<file path="config.mk">
export PLATFORM = sky130hd
export DESIGN_NAME = mp_add_sequencer
export DESIGN_NICKNAME = d
export VERILOG_FILES = /design/src/rtl/mp_add_sequencer.sv
export SDC_FILE = /design/constraint.sdc
export NUM_CORES = 1
export LEC_CHECK = 0
export CORE_MARGIN = 2
export CORE_UTILIZATION = 30
export CTS_CLUSTER_SIZE = 12
export DETAILED_ROUTE_END_ITERATION = 10
export GPL_TIMING_DRIVEN = 1
export PLACE_DENSITY = 0.87
export SLEW_MARGIN = 20
export SYNTH_ARGS = -nofsm -noshare
export SYNTH_HDL_FRONTEND = slang
export SYNTH_SLANG_ARGS = --single-unit
</file>
<file path="constraint.sdc">
create_clock -name clk -period 1.8 [get_ports clk]
set_clock_uncertainty 0.05 [all_clocks]
set_input_delay 0.18 -clock clk [delete_from_list [all_inputs] [get_ports clk]]
set_output_delay 0.18 -clock clk [all_outputs]
set_load 0.01 [all_outputs]
</file>
<file path="src/rtl/mp_add_sequencer.sv">
// Multi-precision add/subtract sequencer driving one shared WIDTH-bit adder, limbs LS-first.
// Latency: a limb accepted in cycle t is on out_sum in cycle t+1; done pulses the cycle after the last limb drains.
// Backpressure: one-entry output register; in_ready drops only while a result is held and out_ready is low.
// Optional: define MPADD_ZERO_DETECT_EN to build the sticky non-zero detector behind result_zero.
module mp_add_sequencer #(
  parameter int WIDTH = 32,
  parameter int LIMBS = 32
) (
  input  logic             clk,
  input  logic             rst,
  // command / status
  input  logic             start,
  input  logic             op_sub,
  output logic             busy,
  output logic             done,
  output logic             carry_out,
  // operand limb stream
  input  logic             in_valid,
  output logic             in_ready,
  input  logic [WIDTH-1:0] in_a,
  input  logic [WIDTH-1:0] in_b,
  // shared adder
  output logic [WIDTH-1:0] add_a,
  output logic [WIDTH-1:0] add_b,
  output logic             add_cin,
  input  logic [WIDTH-1:0] add_sum,
  input  logic             add_cout,
  // result limb stream
  output logic             out_valid,
  input  logic             out_ready,
  output logic [WIDTH-1:0] out_sum,
  output logic             out_last,
  output logic             result_zero
);

  // Counter wide enough to hold LIMBS itself; never overridden.
  localparam int CNT_W = $clog2(LIMBS + 1);
  localparam logic [CNT_W-1:0] LAST_IDX = CNT_W'(LIMBS - 1);

  typedef enum logic [1:0] {
    IDLE  = 2'd0,
    RUN   = 2'd1,
    DRAIN = 2'd2
  } state_t;

  state_t           state_q;
  logic             op_sub_q;   // operation latched at start
  logic             carry_q;    // carry/not-borrow chained between limbs
  logic [CNT_W-1:0] count_q;    // index of the next limb to accept

  logic             accept;     // limb pair handshake this cycle
  logic             out_fire;   // result limb handshake this cycle
  logic             is_last;    // the limb being accepted is limb LIMBS-1

`ifdef MPADD_ZERO_DETECT_EN
  logic             nz_q;       // any result limb so far was non-zero
`endif

  // Status and handshake decode from the registered state.
  assign busy     = (state_q != IDLE);
  assign in_ready = (state_q == RUN) && (!out_valid || out_ready);
  assign accept   = in_valid && in_ready;
  assign out_fire = out_valid && out_ready;
  assign is_last  = (count_q == LAST_IDX);

  // Subtraction is A + ~B + 1: the initial carry_q of 1 supplies the +1.
  assign add_a   = in_a;
  assign add_b   = op_sub_q ? ~in_b : in_b;
  assign add_cin = carry_q;

`ifndef MPADD_ZERO_DETECT_EN
  assign result_zero = 1'b0;
`endif

  // Control FSM plus all registered outputs; done is a single-cycle pulse.
  always_ff @(posedge clk or posedge rst) begin
    if (rst) begin
      state_q   <= IDLE;
      op_sub_q  <= 1'b0;
      carry_q   <= 1'b0;
      count_q   <= '0;
      done      <= 1'b0;
      carry_out <= 1'b0;
      out_valid <= 1'b0;
      out_sum   <= '0;
      out_last  <= 1'b0;
`ifdef MPADD_ZERO_DETECT_EN
      nz_q        <= 1'b0;
      result_zero <= 1'b0;
`endif
    end else begin
      done <= 1'b0;
      case (state_q)
        IDLE: begin
          // A start coinciding with the done pulse is dropped so the
          // sink sees done and the new operation in separate cycles.
          if (start && !done) begin
            op_sub_q <= op_sub;
            carry_q  <= op_sub;
            count_q  <= '0;
`ifdef MPADD_ZERO_DETECT_EN
            nz_q     <= 1'b0;
`endif
            state_q  <= RUN;
          end
        end

        RUN: begin
          if (accept) begin
            out_sum   <= add_sum;
            carry_q   <= add_cout;
            count_q   <= count_q + CNT_W'(1);
            out_valid <= 1'b1;
            out_last  <= is_last;
`ifdef MPADD_ZERO_DETECT_EN
            nz_q      <= nz_q | (|add_sum);
`endif
            if (is_last) begin
              state_q <= DRAIN;
            end
          end else if (out_fire) begin
            out_valid <= 1'b0;
          end
        end

        DRAIN: begin
          // Only the last limb can be pending here.
          if (out_fire) begin
            out_valid <= 1'b0;
            if (out_last) begin
              done      <= 1'b1;
              carry_out <= carry_q;
`ifdef MPADD_ZERO_DETECT_EN
              result_zero <= !nz_q;
`endif
              state_q   <= IDLE;
            end
          end
        end

        default: begin
          state_q <= IDLE;
        end
      endcase
    end
  end

`ifndef SYNTHESIS
  // A stalled result must not move or vanish.
  a_out_hold: assert property (@(posedge clk) disable iff (rst)
    (out_valid && !out_ready) |=> (out_valid && $stable(out_sum) && $stable(out_last)));

  // done is a single-cycle pulse issued from IDLE.
  a_done_idle: assert property (@(posedge clk) disable iff (rst)
    done |-> (state_q == IDLE));
  a_done_pulse: assert property (@(posedge clk) disable iff (rst)
    done |=> !done);

  // No limb is taken outside RUN.
  a_no_accept_idle: assert property (@(posedge clk) disable iff (rst)
    !busy |-> !in_ready);

  // DRAIN always holds the final limb.
  a_drain_last: assert property (@(posedge clk) disable iff (rst)
    (state_q == DRAIN) |-> (out_valid && out_last));
`endif

endmodule

</file>
==> results.toml, run 1 <==
[logic_synthesis]
synth-seq-cells = 46
syn-num-nets = 327
ys.flop_type = "dfrtp_1"
syn_area_per_cell_um2 = 11.6
synth_seq_area_share_pct = 45.4
synthDistinctLibCells = 33
synth_edf_count = 0
netlist_area_mm2 = 0.00253
async_reset_ff_share_pct = 100
syn_inst = 219
yosysWarnings = 0

[detailed_routing]
drc = 0
viasPerCell = 4.37
dr.pass1.iters = 4
vias = 1954
wl_um = 6730
drt-initial-drc-count = 81
wl_per_cell_um = 15.1
ant_nets = 0

[cells_and_area]
drive_gt1_share_pct = 23.4
num_antenna_cells = 0
instances_no_fill = 447
mostFrequentLayoutCell = "clkdlybuf4s50_1"
final_cell_mix = "107 x clkdlybuf4s50_1, 45 x dfrtp_1, 36 x mux2_2"
syn_to_final_growth_pct = 63.7
nets = 449

[clock_tree]
clk_path_buf_depth = 2
ctsHoldBuffers = 0
tritoncts = "done"
root_buffer = "clkbuf_8"
htreeDepth = 2
clk_pin_slew_ns = 0.09
cts_made_buffers = 5
worst_skew_pair.late_latency_ns = 0.29
clock-sinks = 46

[global_routing]
grt_pass1_wl_um = 9770
grt_pass1_vias = 1943
overflow = 0
grt_antenna_before_repair = 0
grt_max_degree = 38
grt_use_total_pct = 13.5

[placed_design]
dp.cells = 435
dp_hpwl_um = 5250
numPortBuffers = 141
place_ws_ns = -0.00994
gp_routability_congestion = 0.746

[die]
initial_core_util_pct = 30.8
die_h_um = 95.9
core-area_mm2 = 0.00822
die_area_mm2 = 0.00920
die_x_um = 95.9
io_pins = 207
rows = 33

[min_path]
hold_class = "input pin to async pin"

[worst_setup_path]
critPathCaptureType = "flop"
rrSetupSlack_ns = 0.03
cp_max_fo = 11
setup.worst_path.class = "flop to flop"
reg2regPathDepth = 6
start_kind = "flop"
critPathArrivalTime_ns = 1.90
rr_endpoint = "count_q[5]"
cp_data_required_time_ns = 1.93
r2r-start = "state_q[0]"

[power]
total_power_uw = 6510
powerDensity_mw_per_mm2 = 1570
vdd.ir_drop.worst_uv = 965
static-leakage-power_uw = 0.00177

[sta]
period_share_pct = 98.6
hold_viol_final = 0
setup_slack_ns = 0.0253
setup_viol = 0
period_needed_ns = 1.77
timing.fmax_mhz = 563
whs_ns = 0.136
slew_violations = 0

[outcome]
status = "finished, final reports clean"

[flow_run]
maxCapViolations = 0
cell type report:
type | count | area (um2)
Tap cell | 105 | 131
Multi-Input combinational cell | 122 | 1120
Fill cell | 720 | 4070
Clock buffer | 6 | 82.6
Inverter | 7 | 26.3
Sequential cell | 46 | 1150
Timing Repair Buffer | 159 | 1570
Clock inverter | 2 | 60.1
cells in the mapped netlist (2+ instances only):
library cell	instances	area, um2
dfrtp_1	46	1150
mux2_2	36	405
buf_4	34	255
xor2_1	32	280
buf_2	8	40.0
inv_1	7	26.3
o21ai_0	6	30.0
a21oi_1	5	25.0
ha_1	5	62.6
nand2_1	4	15.0
nand3_1	4	20.0
nand2b_1	3	18.8
nor2_1	3	11.3
o31ai_1	3	22.5
or4_1	3	22.5
a31oi_1	2	12.5
nor2b_1	2	12.5
worst max-delay path: stages, from the launching register on:
cell and delay [ns]:
dfrtp_2 0.43, inv_2 0.07, ha_4 0.16, buf_4 0.14
and2_4 0.17, nor4_4 0.27, mux2_2 0.36
cell families (layout without fill, tap and decap cells):
family                     count (synthesis)  in the layout  share of synthesized area (%)
buffers and inverters                     51            174                           13.3
DFF                                       46             46                           45.4
muxes                                     37             37                           16.4
xor gates and xnor gates                  32             32                           11.1
and+or+nand+nor                           27             27                           6.32
AOI/OAI and AO/OA                         20             20                           4.89
adders and majority gates                  5              5                           2.47
other                                      1              1                          0.148
per-stage QoR:
| step | util, % | TNS (ns) | cell area [um2] |
|---|---|---|---|
| finish | 50.5 | 0 | 4150 |
| global route | 50.5 | -0.0400 | 4150 |
| CTS | 49.4 | 0 | 4060 |
| detailed placement | 47.6 | -0.0126 | 3910 |
| global placement | 47.6 | -0.00253 | 3910 |
| floorplan | - | 0 | 2530 |
registers in the layout, summed over array words and instances (netlist names):
register	flops
out_sum	32
count_q	6
state_q	2
add_cin	1
carry_out	1
done	1
op_sub_q	1
out_last	1
out_valid	1
worst max path at each step:
stage | from | end | slack [ns] | cells after the start
after detailed placement | start | count_q[5] | -0.01 | 5
final | state_q[0] | count_q[5] | 0.03 | 6
after global routing | state_q[1] | count_q[4] | -0.02 | 7
after global placement | start | count_q[5] | -0.003 | 5
after floorplan | state_q[1] | count_q[5] | 0.004 | 8
after CTS | state_q[1] | count_q[4] | 0.007 | 7
where the power goes:
part	internal, uW	total, uW	switching, uW
registers	1480	1770	287
logic	2210	3810	1590
clock network	592	936	344
routing by layer:
layer | part of all wire [%] | GRT usage, %
met5 | 0 | 0
met4 | 0.76 | 2.14
met3 | 5.4 | 3.52
met2 | 55 | 22.8
met1 | 39 | 17.8
what timing repair did:
action / in CTS / in global routing
cloned: 1 / 0
pin swaps: 0 / 2
buffers inserted: 0 / 3
resized for setup: 37 / 19
setup endpoints to repair: 37 / 46
(Power assumes the default switching activity.)
==> run 2: changes to the inputs <==
PLACE_DENSITY = 0.85   (was 0.87)
RECOVER_POWER = 100   (was not set)
==> run 2 against run 1 <==
Compared with the run above:
- design area decreased by 3.7%
- wire length decreased by 0.36%
- first-iteration DRC count decreased by 33%
- combinational power decreased by 6.3%
- critical endpoint is now count_q[3]
- sequential cell count unchanged
- register-to-register slack improved by 0.07 ns
- sequential share of layout area increased by 1.0 points
- die area unchanged
- via count decreased by 0.82%
- critical path depth unchanged
- highest routed layer unchanged
- maximum frequency increased by 4.1%
==> results.toml, run 2 (synthesis results as in run 1) <==
[clock_tree]
cts_made_buffers = 5
tritoncts = "done"
clock-sinks = 46
worst_skew_pair.late_latency_ns = 0.30
ctsHoldBuffers = 0
htreeDepth = 2
root_buffer = "clkbuf_8"
clk_pin_slew_ns = 0.09
clk_path_buf_depth = 2
post_cts_buffers = 0

[power]
switchingPower_uw = 2170
powerDensity_mw_per_mm2 = 1500
power_frac_clock_pct = 11.4
p_int_uw = 3830
comb_power_share_pct = 59.5
static-leakage-power_uw = 0.00170
sw_frac_of_total_pct = 36.2
seq_power_share_pct = 29.1
vdd.ir_drop.worst_uv = 941

[detailed_routing]
vias = 1938
drc = 0
drt-initial-drc-count = 54
ant_nets = 0
dr.pass1.iters = 4
viasPerCell = 4.39
wl_um = 6710
wl_per_cell_um = 15.2

[cells_and_area]
top_regs = "out_sum x32, count_q x6, state_q x2"
syn_to_final_growth_pct = 57.6
fillers = 745
drive_gt1_share_pct = 19.0
mostFrequentLayoutCell = "clkdlybuf4s50_1"
nets = 443
num_antenna_cells = 0
final_cell_mix = "106 x clkdlybuf4s50_1, 46 x dfrtp_1, 36 x mux2_2"
instances_no_fill = 441
seq_area_mm2 = 0.00115
multi_input_area_mm2 = 0.00108
regMostFlops = "out_sum"
largest_reg_flops = 32

[die]
io_pins = 207
rows = 33
initial_core_util_pct = 30.8
die_x_um = 95.9
die_h_um = 95.9
die_area_mm2 = 0.00920
core-area_mm2 = 0.00822

[worst_setup_path]
cp-startpoint = "state_q[0]"
path_cells = "inv_2, ha_4, nor2b_2, a31oi_2, or4_1, a21oi_1"
crit_cells = 6
rrSetupSlack_ns = 0.1
critPathSlowestCell = "or4_1"
critPathArrivalTime_ns = 1.87
r2r-start = "state_q[0]"
setup.worst_path.class = "flop to flop"
critPathCaptureType = "flop"
crit_end = "count_q[3]"
cpPeakStageDelay_ns = 0.49
cp_max_fo = 6
rr_endpoint = "count_q[3]"
crit_family = "simple AND/OR/NAND/NOR gates"
reg2regPathDepth = 6
start_kind = "flop"
cp_data_required_time_ns = 1.97
cp.buffers_inverters = 1

[sta]
rsz0062_at_grt = "yes"
period_share_pct = 94.7
setup_viol = 0
tightest_slew_ns = 0.608
period_needed_ns = 1.70
setup_tns_ns = 0
whs_ns = 0.310
slew_violations = 0
hold_viol_final = 0
maxSlewHeadroom_pct = 59.4
timing.fmax_mhz = 587

[placed_design]
gp_routability_congestion = 0.763
dp_hpwl_um = 5360
dp.cells = 433
numPortBuffers = 141

[global_routing]
grt_max_degree = 34
grt_antenna_before_repair = 0
grt_use_total_pct = 14.0
overflow = 0
grt_pass1_vias = 2012
grt_pass1_wl_um = 9980

[outcome]
status = "finished, final reports clean"

[flow_run]
maxCapViolations = 0

[min_path]
hold_class = "input pin to primary output"
## run 2: stage by stage
stage / area, um2 / setup slack, ns / power (uW) / utilization [%]
3_3_place_gp: 3910 / -0.00954 / 5520 / 47.5
2_1_floorplan: 2530 / 0.00416 / 3500 / -
3_5_place_dp: 3910 / -0.0464 / 5630 / 47.5
5_1_grt: 3990 / 0.00227 / 6380 / 48.6
6_report: 3990 / 0.0958 / 6000 / 48.6
4_1_cts: 3960 / 0.0151 / 6010 / 48.2
## run 2: worst min path at each step
stage | startpoint | endpoint | slack [ns] | cells after the start
after global routing | in_a[18] | add_a[18] | 0.31 | 0
after detailed placement | in_a[14] | add_a[14] | 0.31 | 0
after global placement | in_a[14] | add_a[14] | 0.31 | 0
after CTS | rst | out_sum[1] | 0.11 | 2
after floorplan | op_sub | op_sub_q | 0.28 | 1
final | in_a[10] | add_a[10] | 0.31 | 0
## run 2: metal layers
metal | track usage [%] | share of wire (%)
met2 | 22.9 | 53
met1 | 17.3 | 39
met4 | 7.26 | 2.6
met3 | 2.82 | 4.7
met5 | 0 | 0
## run 2: layout make-up
class | count | area share [%]
Sequential cell | 46 | 28.8
Multi-Input combinational cell | 122 | 27.0
Timing Repair Buffer | 153 | 37.8
Inverter | 7 | 0.658
Clock inverter | 1 | 0.219
Clock buffer | 7 | 2.16
Tap cell | 105 | 3.29
## run 2: repair_timing
action / 4_1_cts / 5_1_grt
pin swaps: 1 / 0
gates resized for setup: 35 / 8
setup endpoints to repair: 35 / 7
## run 2: power groups by stage
stage	Sequential [uW]	Clock, uW	Combinational (uW)
6_report	1750	686	3570
5_1_grt	1800	742	3840
3_3_place_gp	1730	0	3790
4_1_cts	1750	702	3570
2_1_floorplan	1910	0	1590
3_5_place_dp	1760	0	3870
==> run 3: changes to the inputs <==
SKIP_LAST_GASP = 1   (was not set)
==> run 3 against run 2 <==
Compared with the run above:
- worst setup slack worse by 0.034 ns
- non-clock buffer count increased by 2
- sequential power about the same
- wire length is 3.6% higher
- worst hold slack unchanged
- final cell count is 0.45% higher
- critical path depth fell by 1
==> results.toml, run 3 (synthesis results as in run 1) <==
[placed_design]
numPortBuffers = 141
dp_hpwl_um = 5360
gp_routability_congestion = 0.763

[clock_tree]
clk_pin_slew_ns = 0.09
htreeDepth = 2
root_buffer = "clkbuf_8"
worst_skew_pair.late_latency_ns = 0.30
tritoncts = "done"
cts_made_buffers = 5
clock-sinks = 46
clk_path_buf_depth = 2
ctsHoldBuffers = 0

[sta]
rsz0062_at_grt = "no"
slew_violations = 0
period_needed_ns = 1.74
period_share_pct = 96.5
tightest_slew_ns = 0.610
whs_ns = 0.310
hold_viol_final = 0
timing.fmax_mhz = 575
maxSlewHeadroom_pct = 59.3
setup_viol = 0

[power]
powerDensity_mw_per_mm2 = 1480
p_int_uw = 3500
vdd.ir_drop.worst_uv = 882
switchingPower_uw = 2210
power_frac_clock_pct = 12.1
static-leakage-power_uw = 0.00163
comb_power_share_pct = 57.8
seq_power_share_pct = 30.2
sw_frac_of_total_pct = 38.7

[min_path]
worstHoldStart = "in_a[10]"
hold_class = "input pin to primary output"
hold_path_depth = 0
min_to = "add_a[10]"

[detailed_routing]
viasPerCell = 4.44
wl_um = 6940
vias = 1968
drc = 0
ant_nets = 0
dr.pass1.iters = 4
drt-initial-drc-count = 71
wl_per_cell_um = 15.7

[cells_and_area]
final_cell_mix = "69 x clkdlybuf4s50_1, 46 x dfrtp_1, 38 x dlygate4sd3_1"
top_regs = "out_sum x32, count_q x6, state_q x2"
syn_to_final_growth_pct = 52.2
num_antenna_cells = 0
seq_area_mm2 = 0.00115
regMostFlops = "out_sum"
largest_reg_flops = 32
fillers = 771
nets = 445
mostFrequentLayoutCell = "clkdlybuf4s50_1"
multi_input_area_mm2 = 0.00109
drive_gt1_share_pct = 19.2
fin_util_pct = 46.9

[worst_setup_path]
rrSetupSlack_ns = 0.06
critPathCaptureType = "flop"
rr_endpoint = "out_sum[19]"
start_kind = "flop"
critPathArrivalTime_ns = 1.88
reg2regPathDepth = 5
cp_max_fo = 18
setup.worst_path.class = "flop to flop"
r2r-start = "state_q[1]"
cp_data_required_time_ns = 1.94

[die]
core-area_mm2 = 0.00822
die_area_mm2 = 0.00920
io_pins = 207
rows = 33
initial_core_util_pct = 30.8
die_h_um = 95.9
die_x_um = 95.9

[outcome]
status = "finished, final reports clean"

[global_routing]
grt_max_degree = 34
grt_use_total_pct = 14.0
grt_pass1_vias = 2030
grt_pass1_wl_um = 10100
grt_antenna_before_repair = 0
overflow = 0

[flow_run]
maxCapViolations = 0
run 3: metrics by stage:
stage / cell area [um2] / cells / power (uW) / TNS (ns) / setup WS, ns
4_1_cts: 4000 / 441 / 6310 / -2.70 / -0.110
6_report: 3860 / 443 / 5710 / 0 / 0.0621
3_3_place_gp: 3910 / 433 / 5520 / -0.0802 / -0.00954
3_5_place_dp: 3910 / 433 / 5630 / -0.634 / -0.0464
2_1_floorplan: 2530 / 219 / 3500 / 0 / 0.00416
5_1_grt: 3860 / 443 / 6070 / 0 / 0.00517
run 3: final cells by class:
cell class | instances | share of cell area, %
repair buffers | 155 | 35.5
flip-flops and latches | 46 | 29.8
multi-input cells | 122 | 28.2
well taps | 105 | 3.41
clock buffers | 7 | 2.24
inverters | 7 | 0.681
clock inverters | 1 | 0.227
run 3: repair_timing:
action | CTS | global route
gates resized for setup | 3 | 42
gates cloned | 0 | 1
pin swaps | 1 | 0
endpoints found under the setup margin | 35 | 39
buffers inserted | 0 | 1
endpoints found under the hold margin | 0 | 0
run 3: worst max-delay path by stage:
| stage | end | start | slack (ns) |
|---|---|---|---|
| floorplan | count_q[5] | state_q[1] | 0.004 |
| global placement | count_q[5] | out_ready | -0.01 |
| detailed placement | count_q[5] | out_ready | -0.05 |
| CTS | add_b[18] | op_sub_q | -0.11 |
| global route | out_sum[19] | state_q[1] | 0.005 |
| finish | out_sum[19] | state_q[1] | 0.06 |
run 3: per-layer routing:
layer / track usage (%) / up-vias / wire length, um
li1: - / 927 / -
met1: 17.4 / 951 / 2660
met2: 22.9 / 68 / 3760
met3: 2.90 / 22 / 349
met4: 7.50 / 0 / 181
met5: 0 / - / 0
run 3: critical path, cell delays in order, from the launching register on:
cell	delay, ns
dfrtp_1	0.41
inv_2	0.12
ha_4	0.17
and3_1	0.23
buf_4	0.28
mux2_2	0.37
run 3: power by group through the flow:
stage / Combinational, uW / Clock (uW) / Sequential [uW]
after floorplan: 1590 / 0 / 1910
after CTS: 3870 / 702 / 1750
final: 3300 / 688 / 1720
after global placement: 3790 / 0 / 1730
after detailed placement: 3870 / 0 / 1760
after global routing: 3550 / 742 / 1780
